==> src/rtl/io_bus_responder.sv <==
// io_bus_responder
//   Single-initiator IO bus slave with a 16-byte register window at
//   io_address[15:4] == BASE_ADDR. It provides an ID register, a scratch
//   register, a control register, a status register, a word FIFO and a
//   down-counting timer with a level interrupt.
//
//   Every request is acknowledged, including out-of-window requests, so the
//   bus can never hang. Each transfer moves through IDLE -> ACK -> HOLD.
//
// Ports
//   clk_clk         : clock; all logic runs on its rising edge
//   reset_reset_n   : synchronous active-low reset
//   io_address      : byte address ([15:4] window, [3:1] register, [0] unused)
//   io_bus_enable   : request; held by the initiator until acknowledged
//   io_byte_enable  : write byte lanes ([1] upper, [0] lower)
//   io_rw           : 1 = read, 0 = write
//   io_write_data   : write data
//   io_read_data    : registered read data, valid while io_acknowledge is high
//   io_acknowledge  : one-cycle transfer-complete pulse
//   io_irq          : registered level interrupt
module io_bus_responder #(
   parameter logic [11:0] BASE_ADDR  = 12'h000,
   parameter logic [15:0] ID_VALUE   = 16'hD15C,
   parameter int unsigned FIFO_DEPTH = 8
) (
   input  logic        clk_clk,
   input  logic        reset_reset_n,
   input  logic [15:0] io_address,
   input  logic        io_bus_enable,
   input  logic [1:0]  io_byte_enable,
   input  logic        io_rw,
   input  logic [15:0] io_write_data,
   output logic [15:0] io_read_data,
   output logic        io_acknowledge,
   output logic        io_irq
);

   localparam int unsigned AW = $clog2(FIFO_DEPTH);
   localparam int unsigned CW = AW + 1;

   typedef enum logic [1:0] {S_IDLE, S_ACK, S_HOLD} state_t;

   typedef enum logic [2:0] {
      REG_ID      = 3'd0,
      REG_SCRATCH = 3'd1,
      REG_CTRL    = 3'd2,
      REG_STATUS  = 3'd3,
      REG_FIFO    = 3'd4,
      REG_RELOAD  = 3'd5,
      REG_COUNT   = 3'd6,
      REG_RSVD    = 3'd7
   } reg_t;

   state_t        state, state_next;

   logic [15:0]   scratch;
   logic [2:0]    ctrl;
   logic [15:0]   reload;
   logic [15:0]   count;
   logic          tpend, ovf, err;

   logic [15:0]   fifo_mem [FIFO_DEPTH];
   logic [AW-1:0] wr_ptr, rd_ptr;
   logic [CW-1:0] fifo_cnt;
   logic          fifo_empty, fifo_full;

   logic          accept, in_window, wr_hit, rd_hit;
   reg_t          reg_sel;
   logic          fifo_wr_req, push, pop, ovf_set, err_set;
   logic          tpend_set, reload_wr, status_wr;
   logic [15:0]   push_data, reload_new, rdata;
   logic [4:0]    cnt_ext;
   logic [3:0]    cnt_field;
   logic          unused_addr_lsb;

   function automatic logic [15:0] byte_merge(input logic [15:0] old,
                                               input logic [15:0] wd,
                                               input logic [1:0]  be);
      byte_merge = {be[1] ? wd[15:8] : old[15:8],
                    be[0] ? wd[7:0]  : old[7:0]};
   endfunction

   // ---------------- transfer FSM ----------------
   always_ff @(posedge clk_clk) begin
      if (!reset_reset_n) state <= S_IDLE;
      else                state <= state_next;
   end

   always_comb begin
      state_next     = state;
      io_acknowledge = 1'b0;
      case (state)
         S_IDLE: if (io_bus_enable) state_next = S_ACK;
         S_ACK: begin
            io_acknowledge = 1'b1;
            state_next     = S_HOLD;
         end
         S_HOLD: if (!io_bus_enable) state_next = S_IDLE;
         default: state_next = S_IDLE;
      endcase
   end

   // ---------------- access decode ----------------
   assign unused_addr_lsb = io_address[0];
   assign accept    = (state == S_IDLE) && io_bus_enable;
   assign in_window = (io_address[15:4] == BASE_ADDR);
   assign reg_sel   = reg_t'(io_address[3:1]);
   assign wr_hit    = accept && !io_rw && in_window;
   assign rd_hit    = accept &&  io_rw && in_window;
   assign err_set   = accept && !in_window;

   // ---------------- FIFO ----------------
   assign fifo_empty  = (fifo_cnt == '0);
   assign fifo_full   = (fifo_cnt == CW'(FIFO_DEPTH));
   assign fifo_wr_req = wr_hit && (reg_sel == REG_FIFO) && (io_byte_enable != 2'b00);
   assign push        = fifo_wr_req && !fifo_full;
   assign ovf_set     = fifo_wr_req &&  fifo_full;
   assign pop         = rd_hit && (reg_sel == REG_FIFO) && !fifo_empty;
   assign push_data   = {io_byte_enable[1] ? io_write_data[15:8] : 8'h00,
                         io_byte_enable[0] ? io_write_data[7:0]  : 8'h00};

   always_ff @(posedge clk_clk) begin
      if (push) fifo_mem[wr_ptr] <= push_data;
   end

   always_ff @(posedge clk_clk) begin
      if (!reset_reset_n) begin
         wr_ptr   <= '0;
         rd_ptr   <= '0;
         fifo_cnt <= '0;
      end else begin
         if (push) wr_ptr <= wr_ptr + 1'b1;
         if (pop)  rd_ptr <= rd_ptr + 1'b1;
         fifo_cnt <= fifo_cnt + CW'(push) - CW'(pop);
      end
   end

   // ---------------- timer ----------------
   assign tpend_set  = ctrl[0] && (count == '0);
   assign reload_wr  = wr_hit && (reg_sel == REG_RELOAD);
   assign reload_new = byte_merge(reload, io_write_data, io_byte_enable);
   assign status_wr  = wr_hit && (reg_sel == REG_STATUS) && io_byte_enable[0];

   always_ff @(posedge clk_clk) begin
      if (!reset_reset_n) begin
         scratch <= '0;
         ctrl    <= '0;
         reload  <= '0;
         count   <= '0;
         tpend   <= 1'b0;
         ovf     <= 1'b0;
         err     <= 1'b0;
      end else begin
         if (wr_hit && (reg_sel == REG_SCRATCH))
            scratch <= byte_merge(scratch, io_write_data, io_byte_enable);
         if (wr_hit && (reg_sel == REG_CTRL) && io_byte_enable[0])
            ctrl <= io_write_data[2:0];
         if (reload_wr) reload <= reload_new;

         // A RELOAD write takes priority over the running decrement.
         if (reload_wr)
            count <= reload_new;
         else if (ctrl[0])
            count <= (count == '0) ? reload : count - 1'b1;

         // Hardware set beats a coincident write-one-to-clear.
         tpend <= tpend_set | (tpend & ~(status_wr & io_write_data[0]));
         ovf   <= ovf_set   | (ovf   & ~(status_wr & io_write_data[3]));
         err   <= err_set   | (err   & ~(status_wr & io_write_data[4]));
      end
   end

   // ---------------- read path ----------------
   // Count field is 4 bits wide; a depth-16 FIFO saturates it at 15 (FULL shows 16).
   assign cnt_ext   = 5'(fifo_cnt);
   assign cnt_field = cnt_ext[4] ? 4'hF : cnt_ext[3:0];

   always_comb begin
      rdata = '0;
      case (reg_sel)
         REG_ID:      rdata = ID_VALUE;
         REG_SCRATCH: rdata = scratch;
         REG_CTRL:    rdata = {13'b0, ctrl};
         REG_STATUS:  rdata = {4'h0, cnt_field, 3'b000, err, ovf, fifo_full, fifo_empty, tpend};
         REG_FIFO:    rdata = fifo_empty ? 16'h0000 : fifo_mem[rd_ptr];
         REG_RELOAD:  rdata = reload;
         REG_COUNT:   rdata = count;
         REG_RSVD:    rdata = '0;
         default:     rdata = '0;
      endcase
   end

   always_ff @(posedge clk_clk) begin
      if (!reset_reset_n) begin
         io_read_data <= '0;
         io_irq       <= 1'b0;
      end else begin
         if (accept) io_read_data <= rd_hit ? rdata : 16'h0000;
         io_irq <= (tpend & ctrl[1]) | (!fifo_empty & ctrl[2]);
      end
   end

endmodule

==> config.mk <==
export PLATFORM = sky130hd
export DESIGN_NAME = io_bus_responder
export DESIGN_NICKNAME = d
export VERILOG_FILES = /design/src/rtl/io_bus_responder.sv
export SDC_FILE = /design/constraint.sdc
export NUM_CORES = 1
export LEC_CHECK = 0
export BUFFER_PORTS_ARGS = -buffer_cell sky130_fd_sc_hd__buf_4
export CORE_MARGIN = 8
export CORE_UTILIZATION = 44
export DETAILED_ROUTE_END_ITERATION = 8
export PLACE_DENSITY = 0.61
export SYNTH_ARGS = -nofsm -noshare
export SYNTH_HDL_FRONTEND = slang
export SYNTH_SLANG_ARGS = --single-unit
export TNS_END_PERCENT = 1
==> constraint.sdc <==
create_clock -name clk_clk -period 3.7 [get_ports clk_clk]
set_input_delay 0.555 -clock clk_clk [delete_from_list [all_inputs] [get_ports clk_clk]]
set_output_delay 0.555 -clock clk_clk [all_outputs]
set_load 0.02 [all_outputs]
==> results of run 1 <==
-- routing by layer --
metal	part of all wire [%]	routed length, um	track usage (%)
met2	46	11700	29.8
met1	46	11600	26.8
met3	6.2	1590	2.79
met5	0	0	0
met4	2.5	643	5.45
-- worst paths after layout --
check | end | slack (ns) | cells past startpoint
max | cnt_field[2] | 0.92 | 13
min | reload[5] | 0.31 | 3
max reg2reg | cnt_field[2] | 0.92 | 13
min reg2reg | io_read_data[3] | 0.47 | 2
-- cell type report --
class	instances	area, um2	share of cell area, %
inverter	24	90.1	0.806
tap	280	350	3.14
clock inverter	12	119	1.06
clock buffer	30	612	5.48
multi-input combinational	489	3890	34.8
sequential	214	5570	49.8
timing repair buffer	73	548	4.90
-- logic make-up after synthesis --
group                      after synthesis
AOI/OAI and AO/OA                      147
muxes                                   99
DFF                                    214
buffers and inverters                   72
and+or+nand+nor                        227
adders and majority gates               11
xor gates and xnor gates                 5
-- registers in the layout (all words and copies together) (netlist names), 2 cells and up, named ones only --
signal and cells:
reload 16, cnt_field 4, io_read_data 16, wr_ptr 3, rd_ptr 3, count 16
fifo_mem 128, ctrl 3, state 2, scratch 16
-- synthesized netlist by cell type, drive strengths merged, types with 9 or more instances --
| library cell | instances |
|---|---|
| and2 | 21 |
| a21oi | 39 |
| a31oi | 10 |
| nor3 | 12 |
| nand3 | 12 |
| buf | 23 |
| mux4 | 32 |
| nand4 | 9 |
| edfxtp | 128 |
| o31ai | 12 |
| dfxtp | 86 |
| o21ai | 30 |
| nand2 | 44 |
| inv | 23 |
| nor2b | 17 |
| o22ai | 12 |
| mux2 | 21 |
| nor4 | 10 |
| ha | 10 |
| clkbuf | 25 |
| mux2i | 46 |
| nor2 | 69 |
-- power groups by stage --
stage,Combinational (W),Sequential [W],Clock (W)
after global placement,0.000168,0.00258,0
after detailed placement,0.000172,0.00258,0
after floorplan,0.0000867,0.00258,0
after CTS,0.000172,0.00252,0.00228
after global routing,0.000186,0.00252,0.00238
final,0.000174,0.00252,0.00223
-- metrics by stage --
step                      area [um2]  util (%)  total power, W  cells
after floorplan                 9750         -         0.00266    775
after global placement         10400      48.0         0.00274   1080
after detailed placement       10400      48.0         0.00275   1080
after CTS                      11200      51.4         0.00497   1122
after global routing           11200      51.4         0.00509   1122
final                          11200      51.4         0.00493   1122
-- worst reg2reg max path, cell delays in order, from the launching register on --
cell and delay, ns:
dfxtp_1 0.34, inv_1 0.11, ha_1 0.15, or3b_2 0.49
nor2b_1 0.18, nand3_1 0.16, inv_1 0.06, ha_1 0.29
inv_1 0.06, ha_1 0.15, inv_1 0.05, fa_1 0.39
xor2_1 0.17, nor2_1 0.05
==> run_results.csv, run 1 <==
group,metric,value,unit
sta,holdWs,0.307,ns
setup_path,max_stage_delay,0.49,ns
setup_path,rr_startpoint,"cnt_field[2]",
setup_path,crit_start,"cnt_field[2]",
drt,avgViaCountPerCell,5.90,
die,start_util,44.8,%
drt,ant_nets,0,
grt,grt_first_pass_wirelength,39400,um
setup_path,critical_path_class,"reg -> reg",
setup_path,crit_fanout,3,
cts,tritoncts,"yes",
logic_synthesis,synthAdderAreaFrac,1.49,%
sta,rsz0062_at_grt,"false",
setup_path,critPathTopFamily,"adder cells",
logic_synthesis,ys_warn_count,0,
logic_synthesis,synthMuxAreaShare,14.5,%
cells_and_area,final_layout_size_suffix_gt1_share,22.0,%
run,max_cap_viol_count,0,
grt,antenna_found_initial,0,
logic_synthesis,syn-cell-area,0.00975,mm2
setup_path,critical_path_required,4.08,ns
logic_synthesis,synth_seq_cells,214,
logic_synthesis,synthesis.nets,824,
grt,overflow,0,
sta,clock_skew,0.0143,ns
cells_and_area,diodes,0,
logic_synthesis,synth_top_area_cell,"edfxtp_1",
setup_path,path_cells,"inv_1, ha_1, or3b_2, nor2b_1, nand3_1, inv_1, ha_1, inv_1, ha_1, inv_1, fa_1, xor2_1, nor2_1",
status,outcome,"finished clean",
grt,grt_pass1_vias,6653,
logic_synthesis,ys_async_sr_fraction,0,%
power,clockPowerShare,45.3,%
cells_and_area,area_growth,14.6,%
place,hpwl,17400,um
sta,worstMarginPinSlew,0.866,ns
power,power.density,441,mW/mm2
sta,setup_viol,0,
power,netSwitchingFraction,21.2,%
power,leakagePower,3.88,nW
die,fp.dieW,165,um
grt,track_usage,18.9,%
cells_and_area,fin_nets,874,
sta,fmax,0.360,GHz
cells_and_area,layout_common_cells,"edfxtp_1, dfxtp_1, buf_4",
logic_synthesis,synth_compound_area_share,10.1,%
cts,post_cts_resized,0,
sta,tns,0,ns
setup_path,crit_path_frequent_cell,"inv_1",
worst_hold_path,hp-class,"in -> reg",
setup_path,crit_path_end_kind,"flip-flop",
cells_and_area,fillers,1910,
sta,finalWorstPathRequiredPeriod,2.78,ns
sta,max-slew-margin-rel,42.3,%
worst_hold_path,worstHoldStart,"io_write_data[5]",
logic_synthesis,ys_seq_area_share,57.1,%
cts,holdBufCountCts,0,
cts,cts_buffer_depth,3,
drt,drc_errors,0,
logic_synthesis,synth_top_area_share,39.4,%
place,port_buffers,54,
cts,clk_latency,0.51,ns
cts,cts_made_buffers,23,
logic_synthesis,synth_top_family_by_area,"multiplexers",
drt,drtIter0Drc,706,
cts,postCtsSetupBuffers,0,
setup_path,cp.arrival,3.16,ns
drt,vias,6621,
cts,htreeDepth,1,
die,die_h,165,um
logic_synthesis,synth.distinct_cells,65,
sta,fin_ws,0.919,ns
setup_path,cp-start-kind,"flip-flop",
drt,drtPass1Iterations,5,
power,power.switching,0.00105,W
die,coreArea,0.0218,mm2
die,row_count,54,
power,combPwrFrac,3.5,%
grt,grt_max_degree,51,
logic_synthesis,synth_cells,775,
die,io_pins,56,
setup_path,crit_slowest_cell,"or3b_2",
die,dieArea,0.0272,mm2
logic_synthesis,avgSynthCellArea,12.6,um2
logic_synthesis,synth_edf_count,128,
sta,hold_viol,0,
logic_synthesis,synth_xor_area_share,0.449,%
cts,cts_root_buf,"clkbuf_16",
logic_synthesis,synth_top_flop_cell,"edfxtp_1",
sta,fin_crit_sh,75.1,%
power,ir_worst_vdd,0.370,mV
setup_path,worst-path-buf-inv,4,
logic_synthesis,yosys.area_share.simple,13.2,%
power,pwr-share-seq,51.2,%
place,place.gp.congestion,0.926,
logic_synthesis,synth.area.top_cells,"edfxtp_1, dfxtp_1, mux4_2, mux2i_1, nor2_1",
cells_and_area,final_common_cell,"edfxtp_1",
power,internal_power,0.00389,W
cts,clk_pin_slew,0.06,ns
drt,wirelength,25500,um
sta,drv_slew,0,
drt,wire_per_inst,22.7,um
cts,cts_num_sinks,214,
place,post-place-ws,0.689,ns
No activity file was read; power rests on OpenSTA's default activity.
==> run 2, diff against run 1 <==
--- a/config.mk
+++ b/config.mk
@@ -5,11 +5,12 @@
 export SDC_FILE = /design/constraint.sdc
 export NUM_CORES = 1
 export LEC_CHECK = 0
+export ABC_AREA = 1
 export BUFFER_PORTS_ARGS = -buffer_cell sky130_fd_sc_hd__buf_4
 export CORE_MARGIN = 8
 export CORE_UTILIZATION = 44
 export DETAILED_ROUTE_END_ITERATION = 8
-export PLACE_DENSITY = 0.61
+export PLACE_DENSITY = 0.63
 export SYNTH_ARGS = -nofsm -noshare
 export SYNTH_HDL_FRONTEND = slang
 export SYNTH_SLANG_ARGS = --single-unit
==> constraint.sdc (replaced) <==
create_clock -name clk_clk -period 2.3 [get_ports clk_clk]
set_input_delay 0.345 -clock clk_clk [delete_from_list [all_inputs] [get_ports clk_clk]]
set_output_delay 0.345 -clock clk_clk [all_outputs]
set_load 0.02 [all_outputs]
==> run 2 against run 1 <==
Effect of this change:
- non-clock buffer count is 18 higher
- design area is 3.5% higher
- first-iteration DRC count is 0.14% lower
- clock skew is 0.0042 ns lower
- synthesized cell count is 46% higher
- sequential share of layout area is 1.7 points lower
- fmax is 29% higher
- count of clock-buffer cells in the layout is 4 lower
- critical endpoint unchanged
- largest cell class unchanged
- largest power group unchanged
==> run_results.csv, run 2 <==
group,metric,value,unit
status,outcome,"finished clean",
drt,vias,7986,
logic_synthesis,ys_async_sr_fraction,0,%
setup_path,r2r_slack,0.15,ns
sta,fmax,0.465,GHz
logic_synthesis,synth_top_area_share,38.8,%
sta,hold_viol,0,
setup_path,cp-start-kind,"flip-flop",
place,place.gp.congestion,1.01,
sta,clock_skew,0.0101,ns
setup_path,worstReg2RegEnd,"cnt_field[2]",
cells_and_area,finish.utilization,51.7,%
cells_and_area,area_growth,16.9,%
setup_path,critical_path_required,2.67,ns
cts,htreeDepth,1,
cells_and_area,largest_reg_flops,128,
drt,drc_errors,0,
die,dieArea,0.0275,mm2
die,fp.dieW,166,um
grt,grt_first_pass_wirelength,42000,um
drt,ant_nets,0,
logic_synthesis,synthesis.nets,1184,
cts,tritoncts,"yes",
logic_synthesis,synth_seq_cells,214,
logic_synthesis,synth_top_flop_cell,"edfxtp_1",
drt,drtIter0Drc,705,
cts,cts_num_sinks,214,
drt,wirelength,26400,um
cts,clk_pin_slew,0.07,ns
grt,track_usage,18.8,%
cells_and_area,top_register,"fifo_mem",
cts,cts_root_buf,"clkbuf_16",
logic_synthesis,synth_common_cells,"nand2_1, nor2_1, edfxtp_1",
cts,cts_made_buffers,22,
setup_path,endpoint,"cnt_field[2]",
cells_and_area,fillers,2039,
sta,fin_crit_sh,93.5,%
place,hpwl,19100,um
logic_synthesis,ys_seq_area_share,56.2,%
place,port_buffers,54,
die,io_pins,56,
logic_synthesis,yosysMostFrequentCell,"nand2_1",
cts,clk_latency,0.50,ns
setup_path,crit_start,"cnt_field[2]",
cts,cts_buffer_depth,3,
power,leakagePower,4.46,nW
logic_synthesis,avgSynthCellArea,8.72,um2
sta,worstMarginPinSlew,0.620,ns
grt,overflow,0,
cells_and_area,final_layout_size_suffix_gt1_share,13.4,%
setup_path,crit_path_end_kind,"flip-flop",
cells_and_area,fin_nets,1253,
sta,setup_viol,0,
sta,drv_slew,0,
cells_and_area,layout_common_cells,"nand2_1, nor2_1, edfxtp_1",
drt,avgViaCountPerCell,5.31,
cells_and_area,final_common_cell,"nand2_1",
logic_synthesis,synth_cells,1135,
sta,tns,0,ns
grt,grt_pass1_vias,7658,
run,max_cap_viol_count,0,
logic_synthesis,syn-cell-area,0.00990,mm2
logic_synthesis,ys_warn_count,0,
worst_hold_path,hp-class,"in -> reg",
setup_path,rr_startpoint,"cnt_field[2]",
sta,finalWorstPathRequiredPeriod,2.15,ns
logic_synthesis,synth.area.top_cells,"edfxtp_1, dfxtp_1, nand2_1, nor2_1, o21ai_0",
logic_synthesis,synth_edf_count,128,
power,power.density,698,mW/mm2
die,start_util,44.3,%
setup_path,critical_path_class,"reg -> reg",
die,row_count,55,
setup_path,crit_fanout,4,
power,finalPower,0.00807,W
drt,wire_per_inst,17.5,um
grt,grt_max_degree,65,
logic_synthesis,synth_top_area_cell,"edfxtp_1",
setup_path,cp.arrival,2.52,ns
sta,max-slew-margin-rel,58.6,%
grt,antenna_found_initial,0,
sta,rsz0062_at_grt,"false",
drt,drtPass1Iterations,5,
power,ir_worst_vdd,0.524,mV
die,coreArea,0.0224,mm2
die,die_h,166,um
logic_synthesis,synth.distinct_cells,39,
cells_and_area,diodes,0,
setup_path,r2r_cells,12,
[run 2: cell types whose count changed after synthesis, moves of 46 or more]
cell,delta
mux2i_1,-46
o21ai_0,+87
nand2_1,+179
nand3_1,+56
inv_1,+77
nor2_1,+110
[run 2: layer usage]
metal	share of wire, %	GRT usage [%]	vias up
met1	44	24.5	3777
li1	-	-	3971
met3	4.6	2.26	49
met4	2.6	6.17	0
met5	0	0	-
met2	49	31.8	189
[run 2: area by class of cell]
cell class	instances	area (um2)	area share (%)
sequential	214	5570	48.1
tap	285	357	3.08
clock buffer	26	587	5.07
multi-input combinational	763	3710	32.0
timing repair buffer	91	758	6.55
clock inverter	14	174	1.50
inverter	112	420	3.63
[run 2: how the worst min path moves through the flow]
stage	start	to	slack, ns	cells past startpoint
detailed placement	scratch[11]	scratch[11]	0.45	2
global route	io_write_data[2]	ctrl[2]	0.11	3
finish	io_write_data[2]	ctrl[2]	0.11	3
floorplan	scratch[8]	scratch[8]	0.43	2
CTS	io_write_data[2]	ctrl[2]	0.1	3
global placement	scratch[15]	scratch[15]	0.44	2
[run 2: cell families after synthesis]
kind of cell	count (synthesis)	synth area share [%]
xor+xnor	4	0.354
simple gates	501	21.8
fa+ha+maj	11	1.47
buf+inv	158	6.40
compound gates	247	13.7
flops	214	56.2
[run 2: power by group]
part	total [W]	leakage (nW)	internal (W)	switching, W
Combinational	0.000259	2.32	0.0000777	0.000182
Sequential	0.00406	1.76	0.00406	0.00000205
Clock	0.00375	0.373	0.00228	0.00148
Total	0.00807	4.46	0.00641	0.00166
[run 2: per-stage QoR]
stage / cells / area [um2] / hold slack [ns] / worst slack (ns)
after global placement: 1465 / 10800 / 0.440 / 0.00393
after CTS: 1505 / 11600 / 0.0964 / 0.0914
after floorplan: 1135 / 9900 / 0.430 / 0.00354
after global routing: 1505 / 11600 / 0.108 / 0.00326
after detailed placement: 1465 / 10800 / 0.448 / -0.000752
final: 1505 / 11600 / 0.108 / 0.151
[run 2: timing repair]
| action | in CTS | in global routing |
|---|---|---|
| resized for setup | 0 | 2 |
| setup endpoints to repair | 0 | 2 |
| setup buffers | 0 | 0 |
| hold buffers | 0 | 0 |
[run 2: worst max-delay path, cell delays in order, from the launching register on]
cell	delay (ns)
dfxtp_1	0.30
inv_1	0.08
ha_1	0.21
nand3_1	0.13
nand2_2	0.10
nor2_2	0.13
ha_1	0.24
inv_1	0.05
ha_1	0.13
inv_1	0.06
fa_1	0.38
xor2_1	0.16
nor2_1	0.05
